===== config.mk =====
export PLATFORM = sky130hd
export DESIGN_NAME = pipeline_int_seq
export DESIGN_NICKNAME = d
export VERILOG_FILES = /design/src/rtl/pipeline_int_seq.sv
export SDC_FILE = /design/constraint.sdc
export NUM_CORES = 1
export LEC_CHECK = 0
export BUFFER_PORTS_ARGS = -buffer_cell sky130_fd_sc_hd__buf_4
export CAP_MARGIN = 40
export CORE_UTILIZATION = 46
export DETAILED_ROUTE_END_ITERATION = 8
export GPL_ROUTABILITY_DRIVEN = 0
export PLACE_DENSITY = 0.83
export SYNTH_ARGS = -nofsm -noshare
export SYNTH_HDL_FRONTEND = slang
export SYNTH_SLANG_ARGS = --single-unit

===== constraint.sdc =====
create_clock -name clk -period 1.65 [get_ports clk]
set_input_delay 0.33 -clock clk [delete_from_list [all_inputs] [get_ports clk]]
set_output_delay 0.33 -clock clk [all_outputs]
set_load 0.02 [all_outputs]

===== src/rtl/pipeline_int_seq.sv =====
`default_nettype none
// ============================================================================
// Module   : pipeline_int_seq
// Purpose  : Interrupt entry sequencer for the 3-stage RAT pipeline.
//            - Synchronizes irq and latches a pending request.
//            - Waits for a safe point: I flag set, no branch in EX, no ROM replay.
//            - Drains the pipe by holding fetch and forcing decode NOPs.
//            - Injects a one-cycle INT into the decoder.
//            - Steers the prog ROM to the interrupt vector.
//            Its hold/nop outputs are OR-ed with the hazard controller's.
// Ports    : clk          in   system clock (posedge)
//            rst          in   synchronous active-low reset
//            irq          in   external interrupt (asynchronous)
//            i_flag       in   interrupt enable flag
//            ex_is_branch in   EX holds branch/call/ret
//            mem_stall    in   ROM address replayed from delay register
//            fetch_addr   in   address of instruction in fetch register
//            reti_done    in   RETIE executed in EX (1-cycle pulse)
//            fetch_hold   out  freeze fetch register and PC
//            dec_nop      out  force decoder NOP
//            int_inject   out  decoder INT input
//            vec_sel      out  force ROM address to VECTOR_ADDR
//            ret_addr     out  return address to push
//            int_active   out  handler in progress
//            int_pending  out  latched, unserviced request
// Options  : INT_EDGE_DETECT_EN - pending sets on rising edge of the
//            synchronized irq only (default: level sensitive)
// Revision : 1.0 - initial release
// ============================================================================
module pipeline_int_seq #(
    parameter int          SYNC_STAGES  = 2,
    parameter int          DRAIN_CYCLES = 2,
    parameter int unsigned VECTOR_ADDR  = 10'h3FF
) (
    input  logic       clk,
    input  logic       rst,
    input  logic       irq,
    input  logic       i_flag,
    input  logic       ex_is_branch,
    input  logic       mem_stall,
    input  logic [9:0] fetch_addr,
    input  logic       reti_done,
    output logic       fetch_hold,
    output logic       dec_nop,
    output logic       int_inject,
    output logic       vec_sel,
    output logic [9:0] ret_addr,
    output logic       int_active,
    output logic       int_pending
);

    localparam int CNT_W = (DRAIN_CYCLES > 1) ? $clog2(DRAIN_CYCLES) : 1;

    // The ROM mux owns the vector value; only its range is checked here.
    generate
        if ((SYNC_STAGES < 2) || (DRAIN_CYCLES < 1) || (VECTOR_ADDR > 32'h3FF)) begin : g_bad_params
            $error("pipeline_int_seq: unsupported parameter values");
        end
    endgenerate

    typedef enum logic [2:0] {
        ST_IDLE   = 3'd0,
        ST_DRAIN  = 3'd1,
        ST_INJECT = 3'd2,
        ST_VECTOR = 3'd3,
        ST_ACTIVE = 3'd4
    } state_t;

    state_t                   state_q, state_d;
    logic [CNT_W-1:0]         cnt_q, cnt_d;
    logic [9:0]               ret_addr_q, ret_addr_d;
    logic                     pending_q, pending_d;
    logic [SYNC_STAGES-1:0]   sync_q;
    logic                     irq_s;
    logic                     irq_evt;
    logic                     fetch_hold_q, dec_nop_q, int_inject_q, vec_sel_q, int_active_q;

    assign irq_s = sync_q[SYNC_STAGES-1];

`ifdef INT_EDGE_DETECT_EN
    // One extra flop so a held level produces a single request.
    logic irq_prev_q;
    always_ff @(posedge clk) begin
        if (!rst) begin
            irq_prev_q <= 1'b0;
        end else begin
            irq_prev_q <= irq_s;
        end
    end
    assign irq_evt = irq_s & ~irq_prev_q;
`else
    assign irq_evt = irq_s;
`endif

    always_comb begin
        state_d    = state_q;
        cnt_d      = cnt_q;
        ret_addr_d = ret_addr_q;
        // A new request in the same cycle as the INJECT entry is kept.
        pending_d  = pending_q | irq_evt;
        case (state_q)
            ST_IDLE: begin
                if (pending_q && i_flag && !ex_is_branch && !mem_stall) begin
                    state_d    = ST_DRAIN;
                    cnt_d      = CNT_W'(DRAIN_CYCLES - 1);
                    // The fetched instruction is abandoned and replayed after RETIE.
                    ret_addr_d = fetch_addr;
                end
            end
            ST_DRAIN: begin
                // Committed: a falling I flag no longer aborts the sequence.
                if (cnt_q == '0) begin
                    state_d   = ST_INJECT;
                    pending_d = irq_evt;
                end else begin
                    cnt_d = cnt_q - CNT_W'(1);
                end
            end
            ST_INJECT: state_d = ST_VECTOR;
            ST_VECTOR: state_d = ST_ACTIVE;
            ST_ACTIVE: begin
                if (reti_done) begin
                    state_d = ST_IDLE;
                end
            end
            default:   state_d = ST_IDLE;
        endcase
    end

    // Outputs are registered from the next state so they line up with state_q.
    always_ff @(posedge clk) begin
        if (!rst) begin
            state_q      <= ST_IDLE;
            cnt_q        <= '0;
            ret_addr_q   <= '0;
            pending_q    <= 1'b0;
            sync_q       <= '0;
            fetch_hold_q <= 1'b0;
            dec_nop_q    <= 1'b0;
            int_inject_q <= 1'b0;
            vec_sel_q    <= 1'b0;
            int_active_q <= 1'b0;
        end else begin
            state_q      <= state_d;
            cnt_q        <= cnt_d;
            ret_addr_q   <= ret_addr_d;
            pending_q    <= pending_d;
            sync_q       <= {sync_q[SYNC_STAGES-2:0], irq};
            fetch_hold_q <= (state_d == ST_DRAIN);
            dec_nop_q    <= (state_d == ST_DRAIN) || (state_d == ST_VECTOR);
            int_inject_q <= (state_d == ST_INJECT);
            vec_sel_q    <= (state_d == ST_INJECT) || (state_d == ST_VECTOR);
            int_active_q <= (state_d == ST_ACTIVE);
        end
    end

    assign fetch_hold  = fetch_hold_q;
    assign dec_nop     = dec_nop_q;
    assign int_inject  = int_inject_q;
    assign vec_sel     = vec_sel_q;
    assign int_active  = int_active_q;
    assign int_pending = pending_q;
    assign ret_addr    = ret_addr_q;

endmodule
`default_nettype wire


# --- Word-level counts from Yosys, hierarchy flattened ---
# Index checks and enable logic that the tools add are counted.
classes:
  n_mux: 9
  reduce_logical: 11
  n_eq_ne: 9
  bitwise_logic: 1
  n_addsub: 1
op_table:
  columns: ["cell", "count"]
  rows:
  - ["case mux 3 bit (5 select lines)", 1]
  - ["equality test 3 x 2 -> 1 bit (second input constant)", 4]
  - ["2-to-1 mux 3 bit", 3]
  - ["equality test 3 x 1 -> 1 bit (second input constant)", 2]
  - ["equality test 3 bit (second input constant)", 2]
  - ["2-to-1 mux 1 bit", 4]
  - ["AND reduction 2 bit", 2]
  - ["logical AND 1 bit", 3]
  - ["logical NOT 3 bit", 1]
  - ["logical NOT 1 bit", 2]
  - ["logical OR 1 bit", 2]
  - ["inequality test 2 bit (second input constant)", 1]
  - ["case mux 1 bit (2 select lines)", 1]
  - ["nonzero test 2 bit", 1]
  - ["OR 1 bit", 1]
  - ["subtractor 1 bit (second input constant)", 1]
word_totals:
  wordCells: 41
  register_bits: 22
  output_inout_bits: 16
  inputBits: 17

# --- Longest topological paths before layout ---
# Gate-level depths: netlist (run 1).
depth:
  ltp_word: 7
  mapped_depth: 5
  mapped_depth_nobuf: 3

# --- Worst setup path after synthesis (run 1) ---
# OpenSTA, ideal clock, no wires.
synth_timing:
  path_type: "flip-flop to flip-flop"
  startpoint: "reg state_q[2]"
  endpoint: "reg ret_addr_q[0], in the netlist ret_addr[0]"
  setup_time_ns: 0.118
  arrival_time_ns: 1.236
  path_slack_ns: 0.296
  path_buffers: 2
  path_stages_with_launch: 6
  path_cell_list: "dfxtp_1 > buf_6 > or4_4 > buf_6 > o21ai_1 > a21boi_1"
synth_between:
  elab_chain_len: 2
synth_rtl:
  columns: ["element", "line", "rtl"]
  rows:
  - ["start: declaration", "69", "state_t state_q, state_d;"]
  - ["start signal: assignment", "144", "state_q <= state_d;"]
  - ["logical NOT 3 bit", "101", "case (state_q)"]
  - ["AND reduction 2 bit (no source line)", null, null]
  - ["end signal: assignment", "146", "ret_addr_q <= ret_addr_d;"]
  - ["end: declaration", "71", "logic [9:0] ret_addr_q, ret_addr_d;"]
# Every way passes these cells.
# A chain may end at the register's enable or synchronous reset.

# --- Worst setup path in the final report (run 1) ---
layout_timing:
  startpoint: "reg state_q[2]"
  endpoint: "reg ret_addr_q[9], in the netlist ret_addr[9]"
# Same word-level chain as after synthesis.

==> impl_metrics.ini, run 1 <==
[run_status]
status = finished, final reports clean

[power_and_ir_drop]
p_leak_nw = 0.481
power_density_nw_per_um2 = 896
ir_drop_uv = 831

[placement]
place_area_sq_um = 1100
place_hpwl_mm = 1.30
io_buffer_count = 32

[cts]
h-tree-depth = 1
clockBufferDepth = 2
cts_setup_buffers = 0
insertion_delay_ps = 310
cts_resized = 0
hold_buffers = 0
cts.sinks = 22
cts_root_buf = clkbuf_4
cts_tree = done
path_clk_slew_ps = 120
numCtsBuffers = 3

[run]
drv_cap = 0

[timing]
whs_ps = 219
max_freq_ghz = 0.732
period_minus_slack_ps = 1370
max-slew-margin-rel = 0.766
finalHoldViolations = 0
setup_viol = 0
rsz0062_at_grt = false
min_period_over_period = 0.828
tns_ps = 0
finalClockSkew_ps = 1.21
slew_viol_final = 0
tightest_slew_ps = 348

[setup_path]
crit_path_max_incr_delay_ps = 630
crit_fanout = 10
r2r-end = ret_addr[9]
endpoint_kind = flip-flop
crit_buf_inv = 0
regToRegSetupSlack_ps = 280
crit_arrival_ps = 1580
ff2ff_path_depth = 3
crit_chain = or4_4, o21ai_1, a21boi_1
r2r_start = state_q[2]
crit_path_start_kind = flip-flop
crit_family = simple AND/OR/NAND/NOR gates
crit_type = flip-flop to flip-flop
critPathSlowestCell = or4_4
cp.required_ps = 1870

[route]
routedWlPerCell_microns = 12.3
firstDrtPassIters = 4
drt.antenna.violating_nets = 0
drt-met1-wl_microns = 742
vias_per_cell = 5.20
wirelength_mm = 1.77
highest_layer = met4
met2RoutedLength_microns = 902
via_count = 749
drtIter0Drc = 2
drc = 0
dr_wl_met3_microns = 78

[finish]
final_core_util = 0.670
nets = 137
design_area_sq_um = 1160
diodes = 0
drive_gt1_frac = 0.336
syn_to_final_growth_pct = 35.1

[grt]
grt_pass1_wl_mm = 3.05
grt_overflow = 0
track_usage = 0.209
grt_antenna_before_repair = 0
grt_pass1_vias = 700
grt_max_degree = 21

[floorplan]
start_util = 0.496
ios = 33
die_x_microns = 45.1
die_h_microns = 45.1
core-area_sq_um = 1730
design.die.area_sq_um = 2040
num_rows = 15

[min_path]
hp-class = primary input to flip-flop
min_from = irq
hold_depth = 2
holdPathEnd = sync_q[0]

[synth]
synth.distinct_cells = 26
synth-seq-cells = 22
yosysSeqAreaShare = 0.515
synth_area_per_cell_sq_um = 9.84
synthCells = 87
ys_warn_count = 0
syn-cell-area_sq_um = 856
syn-num-nets = 104
==> layout by cell type (no fill, tap or decap), types with 2 or more instances in the layout <==
cell type	instances
a21boi_1	10
dfxtp_1	22
o21ai_0	2
o21ai_1	10
a21oi_1	3
and2_1	6
nand3_1	10
clkbuf_4	3
buf_4	34
nand2_1	2
nand2b_1	2
==> how the worst max path moves through the flow <==
stage	startpoint	to	slack, ps	cells after the start
CTS	state_q[2]	ret_addr[9]	280	3
floorplan	state_q[2]	ret_addr[0]	300	5
global placement	reti_done	fetch_hold	320	4
detailed placement	reti_done	fetch_hold	290	4
global route	state_q[2]	ret_addr[2]	150	4
finish	state_q[2]	ret_addr[9]	280	3
==> cell type report <==
type | count | area (sq um)
Fill cell | 147 | 571
Sequential cell | 22 | 440
Multi-Input combinational cell | 59 | 377
Timing Repair Buffer | 34 | 255
Tap cell | 25 | 31.3
Clock inverter | 1 | 30.0
Clock buffer | 3 | 22.5
==> cell usage after synthesis <==
| cell type | count | area share |
|---|---|---|
| and4_1 | 1 | 0.010 |
| o21ai_0 | 2 | 0.012 |
| nand3_1 | 10 | 0.058 |
| o21a_1 | 1 | 0.0088 |
| dfxtp_1 | 22 | 0.51 |
| or3b_1 | 1 | 0.010 |
| and3b_1 | 1 | 0.010 |
| o211ai_1 | 1 | 0.0088 |
| o21ai_1 | 10 | 0.058 |
| o31a_1 | 1 | 0.010 |
| nand2b_1 | 2 | 0.015 |
| and2_1 | 6 | 0.044 |
| a21boi_1 | 10 | 0.088 |
| a21boi_0 | 1 | 0.0088 |
| nand3b_1 | 1 | 0.0088 |
| or4_4 | 1 | 0.013 |
| a211oi_1 | 1 | 0.0088 |
| or4b_1 | 1 | 0.012 |
| clkbuf_1 | 3 | 0.013 |
| a21oi_1 | 3 | 0.018 |
| nand3b_2 | 1 | 0.013 |
| buf_6 | 2 | 0.026 |
| nand2_1 | 2 | 0.0088 |
| nor4_1 | 1 | 0.0073 |
| buf_2 | 1 | 0.0058 |
| a21o_1 | 1 | 0.0088 |
==> layer usage <==
| layer | up-vias | track usage |
|---|---|---|
| li1 | 382 | - |
| met1 | 339 | 0.259 |
| met2 | 24 | 0.342 |
| met3 | 4 | 0.0280 |
| met4 | 0 | 0.127 |
| met5 | - | 0 |
==> state kept, by name, summed over array words and instances (netlist names) <==
name         count
state_q          3
fetch_hold       1
int_inject       1
ret_addr        10
dec_nop          1
cnt_q            1
int_active       1
int_pending      1
sync_q           2
vec_sel          1
==> metrics by stage <==
| stage | instances | worst slack, ps | power (mW) |
|---|---|---|---|
| floorplan | 87 | 296 | 0.597 |
| global placement | 140 | 316 | 0.637 |
| detailed placement | 140 | 289 | 0.639 |
| CTS | 144 | 282 | 1.04 |
| global route | 144 | 149 | 1.07 |
| finish | 144 | 284 | 1.04 |
==> power breakdown <==
part	switching (mW)	internal, mW
clock	0.163	0.246
sequential	0.00484	0.539
combinational	0.0373	0.0463
total	0.205	0.831
==> cell families after synthesis <==
| kind of cell | count (synthesis) | share of synthesized area |
|---|---|---|
| flip-flops | 22 | 0.515 |
| AND/OR/NAND/NOR | 28 | 0.211 |
| buffers and inverters | 6 | 0.0453 |
| AO/OA/AOI/OAI | 31 | 0.230 |
Note: power is estimated with default switching activity, not from simulation.
==> run 2: changes to the inputs <==
--- a/config.mk
+++ b/config.mk
@@ -7,10 +7,10 @@
 export LEC_CHECK = 0
 export BUFFER_PORTS_ARGS = -buffer_cell sky130_fd_sc_hd__buf_4
 export CAP_MARGIN = 40
-export CORE_UTILIZATION = 46
+export CORE_UTILIZATION = 41
 export DETAILED_ROUTE_END_ITERATION = 8
 export GPL_ROUTABILITY_DRIVEN = 0
-export PLACE_DENSITY = 0.83
+export PLACE_DENSITY = 0.79
 export SYNTH_ARGS = -nofsm -noshare
 export SYNTH_HDL_FRONTEND = slang
 export SYNTH_SLANG_ARGS = --single-unit
==> constraint.sdc (replaced) <==
create_clock -name clk -period 1.1 [get_ports clk]
set_input_delay 0.22 -clock clk [delete_from_list [all_inputs] [get_ports clk]]
set_output_delay 0.22 -clock clk [all_outputs]
set_load 0.02 [all_outputs]
==> run 2 against run 1 <==
Clock-buffer cell count grew 1; worst hold slack lost 100 ps; combinational power grew 66%; clock power grew 6.9%; largest cell class unchanged; largest power group unchanged; cell area grew 7.5%; fmax grew 6.0%; critical endpoint is now ret_addr[0]; the flow now finishes with violations (negative setup slack).
==> impl_metrics.ini, run 2 (same netlist as run 1, synthesis figures left out) <==
[route]
drtIter0Drc = 12
drc = 0
firstDrtPassIters = 4
drt.antenna.violating_nets = 0
routedWlPerCell_microns = 13.0
wirelength_mm = 1.96
via_count = 796
vias_per_cell = 5.27

[timing]
worst_slack_ps = -189
finalClockSkew_ps = 1.22
setup_viol = 20
max-slew-margin-rel = 0.790
max_freq_ghz = 0.776
period_minus_slack_ps = 1290
tightest_slew_ps = 314
slew_viol_final = 0
rsz0062_at_grt = true
finalHoldViolations = 0
min_period_over_period = 1.17
tns_ps = -2690

[cts]
cts_tree = done
path_clk_slew_ps = 110
h-tree-depth = 1
cts_root_buf = clkbuf_4
numCtsBuffers = 3
insertion_delay_ps = 300
cts_setup_buffers = 0
clockBufferDepth = 2
cts.sinks = 22
hold_buffers = 0

[floorplan]
core-area_sq_um = 1960
start_util = 0.436
die_h_microns = 47.7
design.die.area_sq_um = 2270
num_rows = 16
ios = 33
die_x_microns = 47.7

[power_and_ir_drop]
power_density_nw_per_um2 = 1120
ir_drop_uv = 790
p_leak_nw = 0.513

[run_status]
failed_checks = negative setup slack
status = finished, violations left

[placement]
dp_worst_setup_slack_ps = -205
io_buffer_count = 32
place_hpwl_mm = 1.33

[setup_path]
cp.required_ps = 1310
crit_path_start_kind = flip-flop
crit_type = flip-flop to flip-flop
crit_fanout = 6
endpoint_kind = flip-flop
crit_arrival_ps = 1500

[finish]
largest_reg_flops = 10
fill_cells = 186
final_common_cell = buf_4
layout_common_cells = buf_4, dfxtp_1, nand3_1, a21boi_1
syn_to_final_growth_pct = 45.2
nets = 142
diodes = 0
drive_gt1_frac = 0.468

[min_path]
hp-class = primary input to flip-flop

[grt]
grt_max_degree = 21
grt_pass1_wl_mm = 2.90
grt_antenna_before_repair = 0
track_usage = 0.184
grt_pass1_vias = 674
grt_overflow = 0

[run]
drv_cap = 0
-- run 2: changes by cell type in the layout (fill, tap and decap cells not counted), moves of 2 or more --
cell and delta:
dfxtp_2 +2, dfxtp_4 +2, dfxtp_1 -4, buf_4 +3
o21ai_1 -5, o21ai_2 +6
-- run 2: through the flow --
step | util | std cells | hold slack, ps | power [mW] | instance area (sq um)
finish | 0.633 | 151 | 116 | 1.39 | 1240
global route | 0.633 | 151 | 102 | 1.45 | 1240
CTS | 0.615 | 151 | 109 | 1.40 | 1210
detailed placement | 0.589 | 146 | 423 | 0.963 | 1160
global placement | 0.589 | 146 | 415 | 0.960 | 1160
floorplan | - | 87 | 347 | 0.896 | 863
-- run 2: critical path: stages, from the launching register on --
cell,delay (ps)
dfxtp_4,390
or4_4,580
o21ai_2,160
a21boi_1,70
-- run 2: final timing paths --
kind,cells past startpoint,endpoint,slack (ps),from
setup / recovery,3,ret_addr[0],-190,state_q[1]
hold / removal,2,sync_q[0],120,irq
setup reg to reg,3,ret_addr[0],-190,state_q[1]
hold reg to reg,1,sync_q[1],450,sync_q[0]
-- run 2: final cells by class --
| type | count | area (sq um) | share of cell area |
|---|---|---|---|
| flip-flops and latches | 22 | 450 | 0.363 |
| multi-input cells | 60 | 424 | 0.341 |
| repair buffers | 38 | 298 | 0.240 |
| clock buffers | 4 | 36.3 | 0.0292 |
| well taps | 27 | 33.8 | 0.0272 |
-- run 2: what timing repair did --
item	in CTS	in global routing
resized for setup	3	9
cloned	1	0
pin swaps	3	10
setup endpoints to repair	21	20
-- run 2: power by group --
| group | internal, mW | total (mW) | switching [mW] |
|---|---|---|---|
| sequential | 0.805 | 0.813 | 0.00810 |
| combinational | 0.0776 | 0.139 | 0.0612 |
| clock | 0.202 | 0.436 | 0.233 |
| total | 1.08 | 1.39 | 0.303 |
-- run 2: layer usage --
metal | GRT usage | part of all wire
met1 | 0.236 | 0.45
met2 | 0.297 | 0.47
met3 | 0.0340 | 0.060
met4 | 0.0889 | 0.021
met5 | 0 | 0
==> run 3: changes to the inputs <==
--- a/config.mk
+++ b/config.mk
@@ -7,10 +7,13 @@
 export LEC_CHECK = 0
 export BUFFER_PORTS_ARGS = -buffer_cell sky130_fd_sc_hd__buf_4
 export CAP_MARGIN = 40
-export CORE_UTILIZATION = 41
+export CELL_PAD_IN_SITES_DETAIL_PLACEMENT = 1
+export CELL_PAD_IN_SITES_GLOBAL_PLACEMENT = 2
+export CORE_ASPECT_RATIO = 0.5
+export CORE_UTILIZATION = 24
 export DETAILED_ROUTE_END_ITERATION = 8
 export GPL_ROUTABILITY_DRIVEN = 0
-export PLACE_DENSITY = 0.79
+export PLACE_DENSITY = 0.78
 export SYNTH_ARGS = -nofsm -noshare
 export SYNTH_HDL_FRONTEND = slang
 export SYNTH_SLANG_ARGS = --single-unit
==> run 3 against run 2 <==
The run still ends with negative setup slack left; clock-buffer cell count down 1; clock power up 15%; cell count up 16%; critical path type unchanged; critical endpoint is now ret_addr[6].
==> impl_metrics.ini, run 3 (same netlist as run 1, synthesis figures left out) <==
[run_status]
status = finished, violations left
failed_checks = negative setup slack

[setup_path]
ff2ff_path_depth = 3
crit_path_max_incr_delay_ps = 580
path_depth = 3
cp.required_ps = 1260
crit_buf_inv = 0
critPathSlowestCell = or4_4
crit_type = flip-flop to flip-flop
crit_chain = or4_4, o21ai_1, a21boi_1
crit_arrival_ps = 1440
crit_fanout = 6
crit_path_start_kind = flip-flop
crit_family = simple AND/OR/NAND/NOR gates
endpoint_kind = flip-flop

[cts]
hold_buffers = 0
cts.sinks = 22
numCtsBuffers = 3
path_clk_slew_ps = 80
h-tree-depth = 1
clockBufferDepth = 2
cts_tree = done
cts_setup_buffers = 0
cts_root_buf = clkbuf_8
insertion_delay_ps = 260

[finish]
diodes = 0
fill_cells = 385
design_area_sq_um = 1320
largest_reg_flops = 10
syn_to_final_growth_pct = 54.2
final_common_cell = buf_4
layout_common_cells = buf_4, dfxtp_1, a21boi_1
nets = 146
fin_cells = 175
drive_gt1_frac = 0.488

[timing]
tightest_slew_ps = 289
period_minus_slack_ps = 1280
finalClockSkew_ps = 7.60
rsz0062_at_grt = true
worst_slack_ps = -180
max-slew-margin-rel = 0.806
slew_viol_final = 0
min_period_over_period = 1.16
finalHoldViolations = 0
setup_viol = 19
max_freq_ghz = 0.781
tns_ps = -2580

[floorplan]
die_h_microns = 44.2
start_util = 0.268
num_rows = 14
design.die.area_sq_um = 3820
ios = 33
die_x_microns = 86.5
core-area_sq_um = 3190

[run]
drv_cap = 0

[route]
wirelength_mm = 2.33
firstDrtPassIters = 4
routedWlPerCell_microns = 13.3
drc = 0
vias_per_cell = 4.55
via_count = 796
drtIter0Drc = 28
drt.antenna.violating_nets = 0

[grt]
grt_max_degree = 21
grt_antenna_before_repair = 0
grt_pass1_vias = 816
grt_pass1_wl_mm = 3.73
track_usage = 0.130
grt_overflow = 0

[min_path]
hold_depth = 2
hp-class = primary input to flip-flop

[placement]
place_hpwl_mm = 1.58
placedCellCount = 170
place_area_sq_um = 1200
io_buffer_count = 32

[power_and_ir_drop]
power_density_nw_per_um2 = 1110
ir_drop_uv = 416
p_leak_nw = 0.537
==> run 3: worst paths after layout <==
| kind | start | endpoint | slack (ps) |
|---|---|---|---|
| setup / recovery | state_q[1] | ret_addr[6] | -180 |
| hold / removal | irq | sync_q[0] | 180 |
| setup reg to reg | state_q[1] | ret_addr[6] | -180 |
| hold reg to reg | sync_q[0] | sync_q[1] | 440 |
==> run 3: per-layer routing <==
layer	global-route usage	routed length, microns
met5	0	0
met4	0.0500	0
met3	0.0429	65
met2	0.216	1160
met1	0.159	1110
==> run 3: final cells by class <==
class	instances	area, sq um	area share
Clock buffer	3	41.3	0.0313
Timing Repair Buffer	42	313	0.237
Multi-Input combinational cell	60	454	0.344
Tap cell	48	60.1	0.0455
Sequential cell	22	452	0.342
==> run 3: timing repair <==
item	in CTS	in global routing
pin swaps	19	4
cloned	1	1
setup endpoints to repair	20	20
resized for setup	5	12
==> run 3: report_power, final <==
part	switching, mW	internal (mW)
logic	0.0681	0.0867
registers	0.00814	0.801
clock network	0.256	0.245
total	0.333	1.13
==> run 3: worst reg2reg max path, stage by stage (launching register included) <==
cell and delay, ps:
dfxtp_4 380, or4_4 590, o21ai_1 140, a21boi_1 70
==> run 3: stage by stage <==
step	utilization	power (mW)	hold slack [ps]	worst slack (ps)
5_1_grt	0.414	1.53	171	-218
3_5_place_dp	0.376	0.971	428	-225
4_1_cts	0.398	1.47	171	-195
6_report	0.414	1.47	176	-180
2_1_floorplan	-	0.896	347	-166
3_3_place_gp	0.376	0.969	419	-190
